## config.mk

```make
export PLATFORM = sky130hd
export DESIGN_NAME = regfile_mp_flat
export DESIGN_NICKNAME = d
export VERILOG_FILES = /design/src/rtl/regfile_mp_if.sv /design/src/rtl/regfile_mp.sv /design/src/flat_wrapper.sv
export SDC_FILE = /design/constraint.sdc
export NUM_CORES = 2
export LEC_CHECK = 0
export BUFFER_PORTS_ARGS = -buffer_cell sky130_fd_sc_hd__buf_2
export CELL_PAD_IN_SITES_DETAIL_PLACEMENT = 2
export CELL_PAD_IN_SITES_GLOBAL_PLACEMENT = 2
export CORE_UTILIZATION = 36
export DETAILED_ROUTE_END_ITERATION = 8
export PLACE_DENSITY_LB_ADDON = 0.1
export SLEW_MARGIN = 40
export SYNTH_ARGS = -nofsm -noshare
export SYNTH_HDL_FRONTEND = slang
export SYNTH_SLANG_ARGS = --single-unit
```

## constraint.sdc

```tcl
create_clock -name clk_i -period 3.2 [get_ports clk_i]
set_input_delay 0.8 -clock clk_i [delete_from_list [all_inputs] [get_ports clk_i]]
set_output_delay 0.8 -clock clk_i [all_outputs]
set_load 0.02 [all_outputs]
```

## src/rtl/regfile_mp_if.sv

```systemverilog
// Register-file bus: write ports, read ports, scoreboard pend side and ready.
// The master modport is the issue/writeback side; the slave modport is the register file.
interface regfile_mp_if #(
    parameter int DATA_W = 32,
    parameter int ADDR_W = 5,
    parameter int NUM_RD = 2
);
    logic                     wen0_i;
    logic [ADDR_W-1:0]        waddr0_i;
    logic [DATA_W-1:0]        wdata0_i;
    logic                     wen1_i;
    logic [ADDR_W-1:0]        waddr1_i;
    logic [DATA_W-1:0]        wdata1_i;
    logic [NUM_RD*ADDR_W-1:0] raddr_i;
    logic [NUM_RD*DATA_W-1:0] rdata_o;
    logic [NUM_RD-1:0]        pend_o;
    logic                     pend_set_i;
    logic [ADDR_W-1:0]        pend_addr_i;
    logic                     ready_o;

    modport master (
        output wen0_i, waddr0_i, wdata0_i, wen1_i, waddr1_i, wdata1_i,
        output raddr_i, pend_set_i, pend_addr_i,
        input  rdata_o, pend_o, ready_o
    );

    modport slave (
        input  wen0_i, waddr0_i, wdata0_i, wen1_i, waddr1_i, wdata1_i,
        input  raddr_i, pend_set_i, pend_addr_i,
        output rdata_o, pend_o, ready_o
    );
endinterface

```

## src/rtl/regfile_mp.sv

```systemverilog
// Multi-port register file: two bypassed write ports, hardwired-zero reg 0,
// sequential clear sweep after reset and a per-register pending-write scoreboard.
module regfile_mp #(
    parameter int DATA_W     = 32,
    parameter int ADDR_W     = 5,
    parameter int NUM_RD     = 2,
    parameter int CLR_ON_RST = 1
) (
    input logic         clk_i,
    input logic         rst_i,
    regfile_mp_if.slave bus
);
    localparam int DEPTH = 2 ** ADDR_W;

    localparam logic [0:0] ST_CLEAR = 1'b0;
    localparam logic [0:0] ST_RUN   = 1'b1;
    localparam logic [0:0] ST_INIT  = (CLR_ON_RST != 0) ? ST_CLEAR : ST_RUN;

    logic [0:0]        state_q, state_d;
    logic [ADDR_W-1:0] cnt_q, cnt_d;
    logic [DEPTH-1:0]  pend_q, pend_d;
    logic [DATA_W-1:0] mem_q [DEPTH];
    logic [DATA_W-1:0] mem_d [DEPTH];

    logic run, we0, we1, set_act;

    always_comb begin
        run     = !rst_i && (state_q == ST_RUN);
        we0     = run && bus.wen0_i && (bus.waddr0_i != '0);
        we1     = run && bus.wen1_i && (bus.waddr1_i != '0);
        set_act = run && bus.pend_set_i && (bus.pend_addr_i != '0);
    end

    // The counter wraps to 0 after writing DEPTH-1; that wrapped value is the
    // one idle cycle spent in CLEAR before handing over to RUN.
    always_comb begin
        state_d = state_q;
        cnt_d   = cnt_q;
        pend_d  = pend_q;
        mem_d   = mem_q;
        if (!rst_i && state_q == ST_CLEAR) begin
            if (cnt_q == '0) begin
                state_d = ST_RUN;
            end else begin
                mem_d[cnt_q] = '0;
                cnt_d        = cnt_q + 1'b1;
            end
        end
        if (we0) begin
            mem_d[bus.waddr0_i]  = bus.wdata0_i;
            pend_d[bus.waddr0_i] = 1'b0;
        end
        if (we1) begin
            mem_d[bus.waddr1_i]  = bus.wdata1_i;
            pend_d[bus.waddr1_i] = 1'b0;
        end
        if (set_act) begin
            pend_d[bus.pend_addr_i] = 1'b1;
        end
        pend_d[0] = 1'b0;
    end

    always_ff @(posedge clk_i) begin
        if (rst_i) begin
            state_q <= ST_INIT;
            cnt_q   <= '0;
            cnt_q[0] <= 1'b1;
            pend_q  <= '0;
        end else begin
            state_q <= state_d;
            cnt_q   <= cnt_d;
            pend_q  <= pend_d;
        end
        mem_q <= mem_d;
    end

    always_comb begin
        logic [ADDR_W-1:0] ra;
        logic [DATA_W-1:0] rd;
        logic              pd;
        bus.rdata_o = '0;
        bus.pend_o  = '0;
        for (int unsigned k = 0; k < NUM_RD; k++) begin
            ra = bus.raddr_i[k*ADDR_W +: ADDR_W];
            rd = '0;
            pd = 1'b0;
            if (run && ra != '0) begin
                if (we1 && bus.waddr1_i == ra)      rd = bus.wdata1_i;
                else if (we0 && bus.waddr0_i == ra) rd = bus.wdata0_i;
                else                                rd = mem_q[ra];
                pd = pend_q[ra]
                     && !(we1 && bus.waddr1_i == ra)
                     && !(we0 && bus.waddr0_i == ra)
                     && !(set_act && bus.pend_addr_i == ra);
            end
            bus.rdata_o[k*DATA_W +: DATA_W] = rd;
            bus.pend_o[k]                   = pd;
        end
    end

    always_comb begin
        bus.ready_o = rst_i ? (CLR_ON_RST == 0) : (state_q == ST_RUN);
    end
endmodule

```

## src/flat_wrapper.sv

```systemverilog
// flat-port wrapper written by rule: the top's interface ports become plain ports
module regfile_mp_flat 
#(
    parameter int DATA_W     = 32,
    parameter int ADDR_W     = 5,
    parameter int NUM_RD     = 2,
    parameter int CLR_ON_RST = 1
)
  (clk_i, rst_i, bus_wen0_i, bus_waddr0_i, bus_wdata0_i, bus_wen1_i, bus_waddr1_i, bus_wdata1_i, bus_raddr_i, bus_pend_set_i, bus_pend_addr_i, bus_rdata_o, bus_pend_o, bus_ready_o);
  regfile_mp_if #(.DATA_W(DATA_W), .ADDR_W(ADDR_W), .NUM_RD(NUM_RD)) bus_i ();
  input logic clk_i;
  input logic rst_i;
  input wire logic [$bits(bus_i.wen0_i)-1:0] bus_wen0_i;
  input wire logic [$bits(bus_i.waddr0_i)-1:0] bus_waddr0_i;
  input wire logic [$bits(bus_i.wdata0_i)-1:0] bus_wdata0_i;
  input wire logic [$bits(bus_i.wen1_i)-1:0] bus_wen1_i;
  input wire logic [$bits(bus_i.waddr1_i)-1:0] bus_waddr1_i;
  input wire logic [$bits(bus_i.wdata1_i)-1:0] bus_wdata1_i;
  input wire logic [$bits(bus_i.raddr_i)-1:0] bus_raddr_i;
  input wire logic [$bits(bus_i.pend_set_i)-1:0] bus_pend_set_i;
  input wire logic [$bits(bus_i.pend_addr_i)-1:0] bus_pend_addr_i;
  output wire logic [$bits(bus_i.rdata_o)-1:0] bus_rdata_o;
  output wire logic [$bits(bus_i.pend_o)-1:0] bus_pend_o;
  output wire logic [$bits(bus_i.ready_o)-1:0] bus_ready_o;
  assign bus_i.wen0_i = bus_wen0_i;
  assign bus_i.waddr0_i = bus_waddr0_i;
  assign bus_i.wdata0_i = bus_wdata0_i;
  assign bus_i.wen1_i = bus_wen1_i;
  assign bus_i.waddr1_i = bus_waddr1_i;
  assign bus_i.wdata1_i = bus_wdata1_i;
  assign bus_i.raddr_i = bus_raddr_i;
  assign bus_i.pend_set_i = bus_pend_set_i;
  assign bus_i.pend_addr_i = bus_pend_addr_i;
  assign bus_rdata_o = bus_i.rdata_o;
  assign bus_pend_o = bus_i.pend_o;
  assign bus_ready_o = bus_i.ready_o;
  regfile_mp #(.DATA_W(DATA_W), .ADDR_W(ADDR_W), .NUM_RD(NUM_RD), .CLR_ON_RST(CLR_ON_RST)) u_core (.clk_i(clk_i), .rst_i(rst_i), .bus(bus_i));
endmodule
```

==> metrics.log <==
[metrics] hold buffer count at cts: 0
[metrics] maximum single-stage delay on the critical path: 430 ps
[metrics] post-route clock skew: roughly 21 ps
[metrics] Worst Slack Setup Final: -642.6 ps
[metrics] overall die area: ~170,000 um^2
[metrics] Max Root-Sink Buffers: 3
[metrics] count of nets left with antenna violations after detail routing: 0
[metrics] number of buffers inserted by port buffering: 160
[metrics] initial cell density of the core: 36.37%
[metrics] detailed-routing iteration count for the pre-antenna-repair pass: 6
[metrics] CP Class: in -> out
[metrics] VDD IR-drop max: around 640 uV
[metrics] Hold Violations, Final: 0
[metrics] net count reported at finish: about 7,400
[metrics] routed length on met1: 147,000 um
[metrics] number of design rule violations left after detail routing: 0
[metrics] CTS HTree Levels: 4
[metrics] later-pin clock latency in the skew report: 830 ps
[metrics] Std-Cell Rows: 149
[metrics] final weighted congestion in routability-driven placement: 0.9654
[metrics] core area: 165,400 um^2
[metrics] Avg Cell Area, Syn: between 8 and 9 um^2
[metrics] Top Metal Used: met5
[metrics] DR vias/cell: between 7 and 8
[metrics] Seq/Total Area, Yosys: 35.32%
[metrics] average routed wire per standard cell: about 41 um
[metrics] critical path startpoint category: input port
[metrics] final worst path period share: 120.1%
[metrics] unrepaired setup endpoints after global routing: yes
[metrics] kind of path behind the tightest hold check: in -> reg
[metrics] fin crit period: between 3000 and 4000 ps
[metrics] Arr. time, crit path: slightly above 3000 ps
[metrics] number of sinks handled by clock tree synthesis: 1,061
[metrics] share of final-layout standard cells stronger than drive strength 1: 25.33%
[metrics] Remaining Overflow, GRT: 0
[metrics] number of nets produced by synthesis: 7,150
[metrics] via count of the first global-routing pass: 71,072
[metrics] Detailed Route Iter0 Violations: 8,872
[metrics] maximum number of pins on one net before global-route repair: between 60 and 70
[metrics] met3 WL post-DR: 43,420 um
[metrics] CTS clock-pin slew for the worst setup and hold paths: 50 ps
[metrics] power after layout: 48.21 mW
[metrics] endpoint type of the worst setup path: output port
[metrics] CTS tree: done
[metrics] upper clock frequency limit: 260.2 MHz
[metrics] CP cell instances: buf_6 -> buf_8 -> nand4b_1 -> buf_6 -> bufbuf_16 -> buf_4 -> buf_4 -> o22ai_1 -> nor4_1 -> nand4_1 -> a22o_1 -> buf_2
[metrics] initial antenna violation count: 19
[metrics] power per cell area: between 600 and 700 nW/um^2
[metrics] detailed-route wire length: 397,400 um
[metrics] first-pass GRT wire length: 547,500 um
[metrics] Chip Width: 410.7 um
[metrics] Post-synth EDFFs: 0
[metrics] count of different cell masters after synthesis: 61
[metrics] leakage power of the design: 29.95 nW
[metrics] fraction of registers with async set/reset: 0%
[metrics] number of instances in the synthesized netlist: 7,052
[metrics] most common flop cell mapped by yosys: sky130_fd_sc_hd__dfxtp_1
[metrics] synthesized area: 60,140 um^2
[metrics] count of pins over their slew limit: 0
[metrics] vias after detailed routing: 68,999
[metrics] master cell of the clock root buffer: sky130_fd_sc_hd__clkbuf_16
[metrics] worst-path cell with the longest stage delay: sky130_fd_sc_hd__nor4_1
[metrics] total number of yosys warnings: 0
[metrics] post-synthesis cell type with the largest combined area: sky130_fd_sc_hd__dfxtp_1
[metrics] Max-slew headroom: between 30% and 40%
[metrics] Final Instance Count excl. Fillers: 9,578
[metrics] main area contributors after synthesis: sky130_fd_sc_hd__dfxtp_1 (35%), sky130_fd_sc_hd__mux4_2 (12%), sky130_fd_sc_hd__a22oi_1 (10%)
[metrics] number of placed I/O pins: around 160
[metrics] TritonCTS Buffers: 135
[metrics] proportion of netlist area held by the largest area contributor: 35.32%
[metrics] number of instances in the placed design: 9,214
[metrics] largest fanout on the critical path: 6
[metrics] number of register bits inferred by synthesis: 1,061
[metrics] placed wire-length estimate: roughly 250,000 um
[metrics] transition time of the tightest slew-check pin: 925.0 ps
[metrics] Die Y: 410.7 um
[metrics] routed length on met2: 172,200 um
[metrics] outcome: finished, violations left
[metrics] GR Util All Layers: 45.23%
[metrics] max capacitance violation total: 0
[metrics] CP required: 2400 ps
[metrics] Area growth syn-to-layout: 29.08%
[metrics] setup violation total in the final timing report: 66
[metrics] failing checks: negative setup slack
logic make-up (layout without fill, tap and decap cells):
group | after synthesis | in the layout | share of synthesized area [%]
xor gates and xnor gates | 33 | 33 | 0.4806
adders and majority gates | 4 | 4 | 0.08322
DFF | 1061 | 1061 | 35.32
AOI/OAI and AO/OA | 2302 | 2302 | 24.61
other | 0 | 7 | 0
buffers and inverters | 1019 | 1349 | 6.815
and+or+nand+nor | 1875 | 1875 | 13.61
muxes | 758 | 758 | 19.09
worst max-delay path: cells and delay by family:
| family | cells | cell delay [ps] |
|---|---|---|
| and+or+nand+nor | 3 | 710 |
| buffers and inverters | 7 | 1150 |
| AOI/OAI and AO/OA | 2 | 370 |
placed cells by master, fill, tap and decap left out, types with 33 or more instances in the layout:
cell type,synthesis,routed
sky130_fd_sc_hd__o22ai_1,254,212
sky130_fd_sc_hd__nand2_1,523,493
sky130_fd_sc_hd__a21oi_1,588,585
sky130_fd_sc_hd__buf_12,0,284
sky130_fd_sc_hd__mux4_2,311,311
sky130_fd_sc_hd__mux2i_1,446,434
sky130_fd_sc_hd__buf_4,12,581
sky130_fd_sc_hd__nand3_1,269,265
sky130_fd_sc_hd__o22ai_2,0,36
sky130_fd_sc_hd__clkbuf_16,0,143
sky130_fd_sc_hd__a31oi_1,237,224
sky130_fd_sc_hd__nor2_1,830,816
sky130_fd_sc_hd__dfxtp_1,1061,1060
sky130_fd_sc_hd__a22oi_1,799,799
sky130_fd_sc_hd__buf_2,153,117
sky130_fd_sc_hd__buf_6,5,61
sky130_fd_sc_hd__o21ai_0,243,241
sky130_fd_sc_hd__nand4_1,33,33
synthesized netlist by cell type, types with 31 or more instances:
cell and instances:
sky130_fd_sc_hd__and3_1 33, sky130_fd_sc_hd__nor4_1 66, sky130_fd_sc_hd__mux4_2 311, sky130_fd_sc_hd__o21a_1 31, sky130_fd_sc_hd__o22ai_1 254, sky130_fd_sc_hd__nand2_1 523, sky130_fd_sc_hd__clkbuf_1 733, sky130_fd_sc_hd__a21oi_1 588
sky130_fd_sc_hd__a22o_1 31, sky130_fd_sc_hd__a221o_1 32, sky130_fd_sc_hd__a31oi_1 237, sky130_fd_sc_hd__buf_1 96, sky130_fd_sc_hd__nor2_1 830, sky130_fd_sc_hd__buf_2 153, sky130_fd_sc_hd__nand3_1 269, sky130_fd_sc_hd__a221oi_1 31
sky130_fd_sc_hd__a22oi_1 799, sky130_fd_sc_hd__o21ai_0 243, sky130_fd_sc_hd__nand4_1 33, sky130_fd_sc_hd__dfxtp_1 1061, sky130_fd_sc_hd__mux2i_1 446
where the power goes:
group	leakage (nW)	total, mW	switching, mW	internal (mW)
clock	2.30	16.5	6.85	9.61
sequential	8.62	19.4	3.14	16.3
combinational	19.0	12.4	6.48	5.87
worst paths after layout:
check                                        start                  to  slack (ps)  cells after the start
worst max register to register     u_core.cnt_q[3]   u_core.mem_q[705]         340                      7
worst min register to register  u_core.mem_q[1022]  u_core.mem_q[1022]         370                      0
worst min-delay path              bus_wdata1_i[27]   u_core.mem_q[923]         310                      3
worst max-delay path                bus_raddr_i[5]     bus_rdata_o[44]        -640                     12
state kept, by name, summed over array words and instances (netlist names):
name / flops
u_core.mem_q: 1024
u_core.pend_q: 31
u_core.cnt_q: 5
u_core.state_q: 1
cell type report:
class / count / area [um^2]
flip-flops and latches: 1061 / 21240
inverters: 20 / 75.07
clock buffers: 191 / 4038
well taps: 2189 / 2739
multi-input cells: 4972 / 36660
fillers: 17173 / 87730
diodes: 7 / 17.52
repair buffers: 1084 / 12280
clock inverters: 54 / 585.6
stage by stage:
step                      utilization [%]  TNS, ps  setup slack [ps]  hold slack [ps]  cell area [um^2]
final                               46.95   -34000            -642.6            309.8             77630
after global routing                46.94   -35880            -637.5            317.1             77620
after CTS                           46.52   -32590            -587.7            271.1             76920
after detailed placement            42.46   -42950            -924.9            359.3             70210
after global placement              42.44   -39790            -932.5            354.3             70180
after floorplan                         -    -3597            -91.15            417.6             60510
repair_timing:
| item | in CTS | in global routing |
|---|---|---|
| gates resized for setup | 227 | 69 |
| buffers inserted | 65 | 37 |
| endpoints found under the setup margin | 66 | 66 |
| pin swaps | 33 | 51 |
| cloned | 13 | 1 |
routing by layer:
layer  track usage, %  vias to the layer above
li1                 -                    26761
met1            54.68                    35606
met2            68.15                     4959
met3            12.04                     1657
met4            35.31                       16
met5                0                        -
(Power assumes the default switching activity.)
